**src/rtl/mem_access_unit.sv**
```systemverilog
// mem_access_unit: ARM32 memory stage. Issues LDR/STR over a req/ack data bus,
// stalls upstream while an access is outstanding and records the first fault.
module mem_access_unit #(
  parameter int DATA_W  = 32,
  parameter int ADDR_W  = 32,
  parameter int TIMEOUT = 16
) (
  input  logic                  clk,
  input  logic                  rst_n,
  input  logic                  ex_valid,
  input  logic                  ex_branch_ref,
  input  logic                  branch_ref,
  input  logic                  ex_load,
  input  logic                  ex_store,
  input  logic [1:0]            ex_size,
  input  logic                  ex_signed,
  input  logic [ADDR_W-1:0]     ex_addr,
  input  logic [31:0]           ex_wdata,
  input  logic [31:0]           ex_result,
  input  logic [3:0]            ex_rd,
  input  logic                  ex_wb_en,
  output logic                  mem_stall,
  output logic                  dmem_req,
  output logic                  dmem_we,
  output logic [ADDR_W-1:0]     dmem_addr,
  output logic [DATA_W/8-1:0]   dmem_be,
  output logic [DATA_W-1:0]     dmem_wdata,
  input  logic                  dmem_ack,
  input  logic [DATA_W-1:0]     dmem_rdata,
  output logic                  wb_valid,
  output logic                  wb_en,
  output logic [3:0]            wb_rd,
  output logic [31:0]           wb_data,
  output logic                  err,
  output logic [ADDR_W-1:0]     err_addr
);

  localparam int BYTES = DATA_W / 8;
  localparam int OFF_W = $clog2(BYTES);
  localparam int TW    = $clog2(TIMEOUT + 2);
  localparam logic [TW-1:0] TO_LAST = (TIMEOUT > 0) ? TW'(TIMEOUT - 1) : '0;

  typedef enum logic {IDLE, ACCESS} state_t;

  state_t              state, state_nx;
  logic                req_nx, we_nx;
  logic [ADDR_W-1:0]   addr_nx;
  logic [BYTES-1:0]    be_nx;
  logic [DATA_W-1:0]   wdata_nx;
  logic                wb_valid_nx, wb_en_nx;
  logic [3:0]          wb_rd_nx;
  logic [31:0]         wb_data_nx;
  logic                err_nx;
  logic [ADDR_W-1:0]   err_addr_nx;

  logic [OFF_W-1:0]    lat_off, off_nx;
  logic [1:0]          lat_size, size_nx;
  logic                lat_signed, signed_nx;
  logic [3:0]          lat_rd, rd_nx;
  logic [TW-1:0]       timer, timer_nx;

  logic [1:0]          ex_sz;
  logic [OFF_W-1:0]    ex_off;
  logic                is_mem, misaligned;
  logic [BYTES-1:0]    be_base;
  logic [31:0]         wdata_low;
  logic [31:0]         rd_shift, ld_val;
  logic                fault;
  logic [ADDR_W-1:0]   fault_addr;

  assign mem_stall = (state == ACCESS);
  assign ex_sz     = (ex_size == 2'b11) ? 2'b10 : ex_size;
  assign ex_off    = ex_addr[OFF_W-1:0];
  assign is_mem    = ex_load | ex_store;
  assign misaligned = ((ex_sz == 2'b01) && ex_addr[0]) ||
                      ((ex_sz == 2'b10) && (ex_addr[1:0] != 2'b00));

  always_comb begin
    be_base   = '0;
    wdata_low = '0;
    case (ex_sz)
      2'b00: begin
        be_base   = BYTES'(4'b0001);
        wdata_low = {24'h0, ex_wdata[7:0]};
      end
      2'b01: begin
        be_base   = BYTES'(4'b0011);
        wdata_low = {16'h0, ex_wdata[15:0]};
      end
      default: begin
        be_base   = BYTES'(4'b1111);
        wdata_low = ex_wdata;
      end
    endcase
  end

  // Load data is pulled down from its byte lane, then extended to 32 bits.
  always_comb begin
    rd_shift = 32'(dmem_rdata >> {lat_off, 3'b000});
    case (lat_size)
      2'b00:   ld_val = {{24{lat_signed & rd_shift[7]}}, rd_shift[7:0]};
      2'b01:   ld_val = {{16{lat_signed & rd_shift[15]}}, rd_shift[15:0]};
      default: ld_val = rd_shift;
    endcase
  end

  always_comb begin
    state_nx    = state;
    req_nx      = dmem_req;
    we_nx       = dmem_we;
    addr_nx     = dmem_addr;
    be_nx       = dmem_be;
    wdata_nx    = dmem_wdata;
    wb_valid_nx = 1'b0;
    wb_en_nx    = 1'b0;
    wb_rd_nx    = wb_rd;
    wb_data_nx  = wb_data;
    err_nx      = err;
    err_addr_nx = err_addr;
    off_nx      = lat_off;
    size_nx     = lat_size;
    signed_nx   = lat_signed;
    rd_nx       = lat_rd;
    timer_nx    = timer;
    fault       = 1'b0;
    fault_addr  = '0;

    case (state)
      IDLE: begin
        if (ex_valid && (ex_branch_ref == branch_ref)) begin
          if (!is_mem) begin
            wb_valid_nx = 1'b1;
            wb_en_nx    = ex_wb_en;
            wb_data_nx  = ex_result;
            wb_rd_nx    = ex_rd;
          end else if (misaligned) begin
            wb_valid_nx = 1'b1;
            wb_rd_nx    = ex_rd;
            fault       = 1'b1;
            fault_addr  = ex_addr;
          end else begin
            state_nx  = ACCESS;
            req_nx    = 1'b1;
            we_nx     = ex_store;
            addr_nx   = ex_addr & ~ADDR_W'(BYTES - 1);
            be_nx     = be_base << ex_off;
            wdata_nx  = DATA_W'(wdata_low) << {ex_off, 3'b000};
            off_nx    = ex_off;
            size_nx   = ex_sz;
            signed_nx = ex_signed;
            rd_nx     = ex_rd;
            timer_nx  = '0;
          end
        end
      end
      ACCESS: begin
        // An ack in the final timeout cycle still completes the access.
        if (dmem_ack) begin
          state_nx    = IDLE;
          req_nx      = 1'b0;
          wb_valid_nx = 1'b1;
          wb_rd_nx    = lat_rd;
          if (!dmem_we) begin
            wb_en_nx   = 1'b1;
            wb_data_nx = ld_val;
          end
        end else if ((TIMEOUT > 0) && (timer == TO_LAST)) begin
          state_nx    = IDLE;
          req_nx      = 1'b0;
          wb_valid_nx = 1'b1;
          wb_rd_nx    = lat_rd;
          fault       = 1'b1;
          fault_addr  = dmem_addr | ADDR_W'(lat_off);
        end else begin
          timer_nx = timer + 1'b1;
        end
      end
      default: state_nx = IDLE;
    endcase

    if (fault && !err) begin
      err_nx      = 1'b1;
      err_addr_nx = fault_addr;
    end
  end

  always_ff @(posedge clk or negedge rst_n) begin
    if (!rst_n) begin
      state      <= IDLE;
      dmem_req   <= 1'b0;
      dmem_we    <= 1'b0;
      dmem_addr  <= '0;
      dmem_be    <= '0;
      dmem_wdata <= '0;
      wb_valid   <= 1'b0;
      wb_en      <= 1'b0;
      wb_rd      <= '0;
      wb_data    <= '0;
      err        <= 1'b0;
      err_addr   <= '0;
      lat_off    <= '0;
      lat_size   <= '0;
      lat_signed <= 1'b0;
      lat_rd     <= '0;
      timer      <= '0;
    end else begin
      state      <= state_nx;
      dmem_req   <= req_nx;
      dmem_we    <= we_nx;
      dmem_addr  <= addr_nx;
      dmem_be    <= be_nx;
      dmem_wdata <= wdata_nx;
      wb_valid   <= wb_valid_nx;
      wb_en      <= wb_en_nx;
      wb_rd      <= wb_rd_nx;
      wb_data    <= wb_data_nx;
      err        <= err_nx;
      err_addr   <= err_addr_nx;
      lat_off    <= off_nx;
      lat_size   <= size_nx;
      lat_signed <= signed_nx;
      lat_rd     <= rd_nx;
      timer      <= timer_nx;
    end
  end

endmodule

```
**config.mk**
```make
export PLATFORM = sky130hd
export DESIGN_NAME = mem_access_unit
export DESIGN_NICKNAME = d
export VERILOG_FILES = /design/src/rtl/mem_access_unit.sv
export SDC_FILE = /design/constraint.sdc
export NUM_CORES = 1
export LEC_CHECK = 0
export ABC_AREA = 1
export CAP_MARGIN = 20
export CELL_PAD_IN_SITES_DETAIL_PLACEMENT = 0
export CELL_PAD_IN_SITES_GLOBAL_PLACEMENT = 1
export CORE_AREA = 3 3 166 168
export DETAILED_ROUTE_END_ITERATION = 6
export DIE_AREA = 0 0 169 171
export HOLD_SLACK_MARGIN = 0.1
export PLACE_DENSITY = 0.84
export SYNTH_ARGS = -nofsm -noshare
export SYNTH_HDL_FRONTEND = slang
export SYNTH_SLANG_ARGS = --single-unit
```
**constraint.sdc**
```tcl
create_clock -name clk -period 2.55 [get_ports clk]
set_clock_uncertainty 0.1 [all_clocks]
set_input_delay 0.3825 -clock clk [delete_from_list [all_inputs] [get_ports clk]]
set_output_delay 0.3825 -clock clk [all_outputs]
set_load 0.1 [all_outputs]
```
Word-level counts from Yosys, hierarchy flattened. Cells that the tools add are included.

Shift-type cells: 3. Muxes and demuxes: 54. Magnitude comparators: 0. Add/subtract/negate cells: 1. Reduce and logical (&&, ||, !) cells: 14. Multipliers: 0. Eq/ne operators: 16. Div/mod/pow operators: 0. Bitwise gates (word level): 6.

Operator list (count): $mux W32 (9); $pmux W32 S2 (4); $or A32 B2 Y32 (1); $shl A32 B5 Y32 (1); $shr A32 B5 Y32 (1); $mux W5 (5); $mux W1 (22); $mux W4 (5); $ne A2 B2 Y1 const B (8); $pmux W4 S2 (2); $reduce_and A4 Y1 (3); $pmux W1 S2 (5); $pmux W5 S2 (1); $add A5 B1 Y5 const B (1); $eq A5 B4 Y1 const B (1); $reduce_and A5 Y1 (1); $eq A2 B1 Y1 const B (2); $eq A2 B2 Y1 const B (2); $logic_and A1 B1 Y1 (4); $logic_not A2 Y1 (2); $shl A4 B2 Y4 (1); $ne A3 B2 Y1 const B (1); $ne A3 B3 Y1 const B (1); $reduce_and A3 Y1 (1); other kinds (8) (10).

Latch bits: 0. Bits in read-only memories: 0. Output and inout bits: 142. Bits in registers: 154. Bits in writable memories: 0. Memories: 0.

Longest topological paths before layout.
Word-level depth: 10. Mapped depth: 12.

Worst setup path after synthesis. OpenSTA, ideal clock, no wires.

Path type: register to register. Start point: register state (netlist: mem_stall). End point: register wb_data[10]. Period minus slack after synthesis: 2.172 ns. Path slack: 0.378 ns. Buffers on the path: 3. Data arrival time: 2.004 ns. Cell stages (with the launch flop): 8. Library setup time: 0.068 ns. Cells stage by stage: dfrtp_1 -> buf_4 -> nor3_1 -> o21ai_1 -> buf_2 -> buf_2 -> nand2_1 -> nand2_1.

Cells in the longest elaborated chain, start to end: 3. Elaborated cells between the ends (all ways): 7.

Ends and longest elaborated chain: start: declaration (line 45) `state_t state, state_nx;`; start signal: assignment (line 207) `state <= state_nx;`; $not A1 Y1 (no source line); $ne A2 B2 Y1 (no source line); $reduce_and A4 Y1 (no source line); end signal: assignment (line 216) `wb_data <= wb_data_nx;`; end: declaration (line 33) `output logic [31:0] wb_data,`.

Parallel ways exist; a longest one is shown, timed or not. A chain may end at the register's enable or synchronous reset.

Worst setup path after layout.
Start point: register state (netlist: mem_stall). End point: output port mem_stall.

RTL lines: end: declaration (line 22) `output logic mem_stall,`.

No word-level cell between the ends.

==> insert_results.sql <==
INSERT INTO impl_metrics (metric_group, metric, value, unit) VALUES
('status', 'outcome', 'complete, no violations', ''),
('cts', 'ctsLongestPathBuffers', '2', ''),
('timing', 'report.final.setup_viol', '0', ''),
('logic_synthesis', 'synth-seq-area-share', '47.9', '%'),
('setup_path', 'timing.critical_path.from_type', 'flop', ''),
('setup_path', 'endpoint_kind', 'primary output', ''),
('routing', 'drt-pass1-iter-count', '5', ''),
('global_routing', 'grt_first_pass_wirelength', '46300', 'um'),
('cts', 'cts_sinks', '154', ''),
('logic_synthesis', 'post_synth_inst_count', '1143', ''),
('timing', 'final.period_utilization', '91.7', '%'),
('cts', 'clk_latency', '410', 'ps'),
('routing', 'detail_route.vias_per_cell', '4.81', ''),
('setup_path', 'cp_data_required_time', '2070', 'ps'),
('logic_synthesis', 'synth.lib_cells_used.distinct', '33', ''),
('logic_synthesis', 'count_of_flip_flops_with_a_built_in_enable_after_synthesis', '0', ''),
('routing', 'detailroute.via_count', '8441', ''),
('power_and_ir_drop', 'ir_drop', '0.000703', 'V'),
('final_layout', 'seqCellArea', '0.00385', 'mm2'),
('floorplan', 'ios', '286', ''),
('min_path', 'hold-path-cell-count', '2', ''),
('final_layout', 'antennaDiodeCount', '0', ''),
('setup_path', 'reg2reg_to', 'wb_data[28]', ''),
('global_routing', 'global_route_usage_over_all_layers', '20.1', '%'),
('final_layout', 'num-fill-cells', '2687', ''),
('cts', 'cts-root-buf', 'clkbuf_16', ''),
('global_routing', 'pin_count_of_the_biggest_net_entering_global_routing', '56', ''),
('timing', 'final_critical_path_setup_slack', '211', 'ps'),
('logic_synthesis', 'yosys.area.top_type', 'dfrtp_1', ''),
('routing', 'initialDrtViolationCount', '756', ''),
('logic_synthesis', 'yosys.cell_count.top_type', 'nand2_1', ''),
('placement', 'placement.setup.worst_slack', '118', 'ps'),
('logic_synthesis', 'yosysWarnings', '0', ''),
('global_routing', 'grt_overflow_total', '0', ''),
('timing', 'period_needed', '2340', 'ps'),
('timing', 'finalMaxSlewViolations', '0', ''),
('placement', 'hpwlAfterDp', '21000', 'um'),
('final_layout', 'final_net_count', '1552', ''),
('timing', 'setup_tns', '0', 'ps'),
('timing', 'max-slew-margin-rel', '57.5', '%'),
('cts', 'cts.reportedPaths.clkPinSlew', '70', 'ps'),
('floorplan', 'die_width', '169', 'um'),
('min_path', 'worst_hold_startpoint', 'dmem_wdata[26]', ''),
('setup_path', 'worst-setup-path-type', 'reg -> out', ''),
('routing', 'routed_wl', '29700', 'um'),
('logic_synthesis', 'post_synth_main_area_contributors', 'dfrtp_1 48%, nand2_1 25%, nand3_1 8.0%, nor2_1 4.3%, o21ai_0 4.0%', ''),
('floorplan', 'die_area', '0.0289', 'mm2'),
('logic_synthesis', 'yosys_most_used_dff', 'dfrtp_1', ''),
('min_path', 'worst_hold_path_endpoint', 'dmem_wdata[26]', ''),
('logic_synthesis', 'postSynthRegisterBits', '154', ''),
('setup_path', 'r2r.worst_path.cells', '8', ''),
('flow_run', 'maxCapViolCount', '0', ''),
('logic_synthesis', 'netlist_area', '0.00805', 'mm2'),
('final_layout', 'areaGrowthSynthToFinish', '43.5', '%'),
('global_routing', 'grt_pass1_vias', '8324', ''),
('timing', 'rsz0062_at_grt', 'no', ''),
('floorplan', 'placementRows', '59', ''),
('cts', 'tritoncts_clock_tree', 'yes', ''),
('placement', 'routabilityCongestion', '0.828', ''),
('global_routing', 'antenna_found_initial', '1', ''),
('routing', 'average_detailed_routed_wire_length_per_instance', '16.9', 'um'),
('placement', 'numPlacedInstances', '1721', ''),
('setup_path', 'critical_path.reg2reg.startpoint', 'lat_off[0]', ''),
('routing', 'drcViolationCount', '0', ''),
('floorplan', 'core_area', '0.0261', 'mm2'),
('cts', 'cts-buffers-inserted', '17', ''),
('timing', 'worstMarginPinSlew', '635', 'ps'),
('floorplan', 'die_height', '171', 'um'),
('setup_path', 'worst-path-max-fanout', '33', ''),
('routing', 'postRouteAntennaNets', '0', ''),
('final_layout', 'stdcell_count', '1754', '');
-- layer usage --
metal | global-route usage (%) | routed length [um]
met3 | 5.18 | 2360
met2 | 32.7 | 13800
met5 | 0 | 13
met4 | 4.94 | 435
met1 | 27.1 | 13100
-- through the flow --
step | instance area (um2) | hold WS (ps) | power (W) | utilization (%)
after floorplan | 8050 | -13.1 | 0.00780 | -
after global placement | 11000 | 301 | 0.00938 | 42.1
after detailed placement | 11000 | 307 | 0.00943 | 42.1
after CTS | 11500 | 387 | 0.0120 | 44.3
after global routing | 11500 | 408 | 0.0124 | 44.3
final | 11500 | 382 | 0.0119 | 44.3
-- how the worst max path moves through the flow --
stage | endpoint | startpoint | slack, ps | cells past startpoint
floorplan | wb_data[10] | mem_stall | 380 | 7
global placement | dmem_wdata[27] | ex_size[1] | 120 | 9
detailed placement | dmem_wdata[27] | ex_size[1] | 120 | 9
CTS | mem_stall | mem_stall | 180 | 2
global route | mem_stall | mem_stall | 80 | 2
finish | mem_stall | mem_stall | 210 | 2
-- cells by family after synthesis --
kind of cell    Yosys count  share of synthesized area [%]
compound gates           98                           6.50
xor+xnor                  2                          0.218
fa+ha+maj                 2                          0.311
buf+inv                 109                           5.91
flops                   154                           47.9
mux                       3                          0.373
other cells               1                         0.0466
simple gates            774                           38.8
-- registers in the layout, summed over array words and instances, names as in the netlist --
register,count
lat_size,2
lat_off,2
wb_rd,4
wb_valid,1
lat_rd,4
err,1
err_addr,32
dmem_addr,30
dmem_req,1
timer,5
dmem_wdata,32
wb_data,32
mem_stall,1
dmem_be,4
wb_en,1
lat_signed,1
dmem_we,1
-- cell type report --
cell class	count	share of cell area, %
Clock inverter	12	0.997
Clock buffer	20	3.96
Inverter	39	1.27
Multi-Input combinational cell	881	32.4
Sequential cell	154	33.4
Tap cell	335	3.63
Timing Repair Buffer	313	24.3
-- cells in the final DEF, fill, tap and decap left out, types with 4 or more instances in the layout --
cell and count:
buf_12 8, clkdlybuf4s50_1 142, nand3_1 129, clkinv_4 4
a21oi_1 15, or2_2 8, o21ai_0 65, o211ai_1 5
buf_4 161, nor2_1 91, nand2_1 533, nor2_2 4
dfrtp_1 154, clkbuf_16 17, inv_2 7, inv_1 31
o22ai_1 5
-- worst max-delay path, stage by stage, from the launching register on --
cell and delay [ps]:
dfrtp_1 710, buf_4 480, buf_12 230
-- repair_timing --
| action | in CTS | in global routing |
|---|---|---|
| setup buffers | 0 | 0 |
| gates resized for setup | 0 | 0 |
| hold endpoints to repair | 52 | 0 |
| hold buffers | 1 | 0 |
-- where the power goes --
| part | internal (W) | switching [W] |
|---|---|---|
| clock network | 0.00141 | 0.00109 |
| logic | 0.00128 | 0.00473 |
| registers | 0.00297 | 0.000395 |
(Power assumes the default switching activity.)
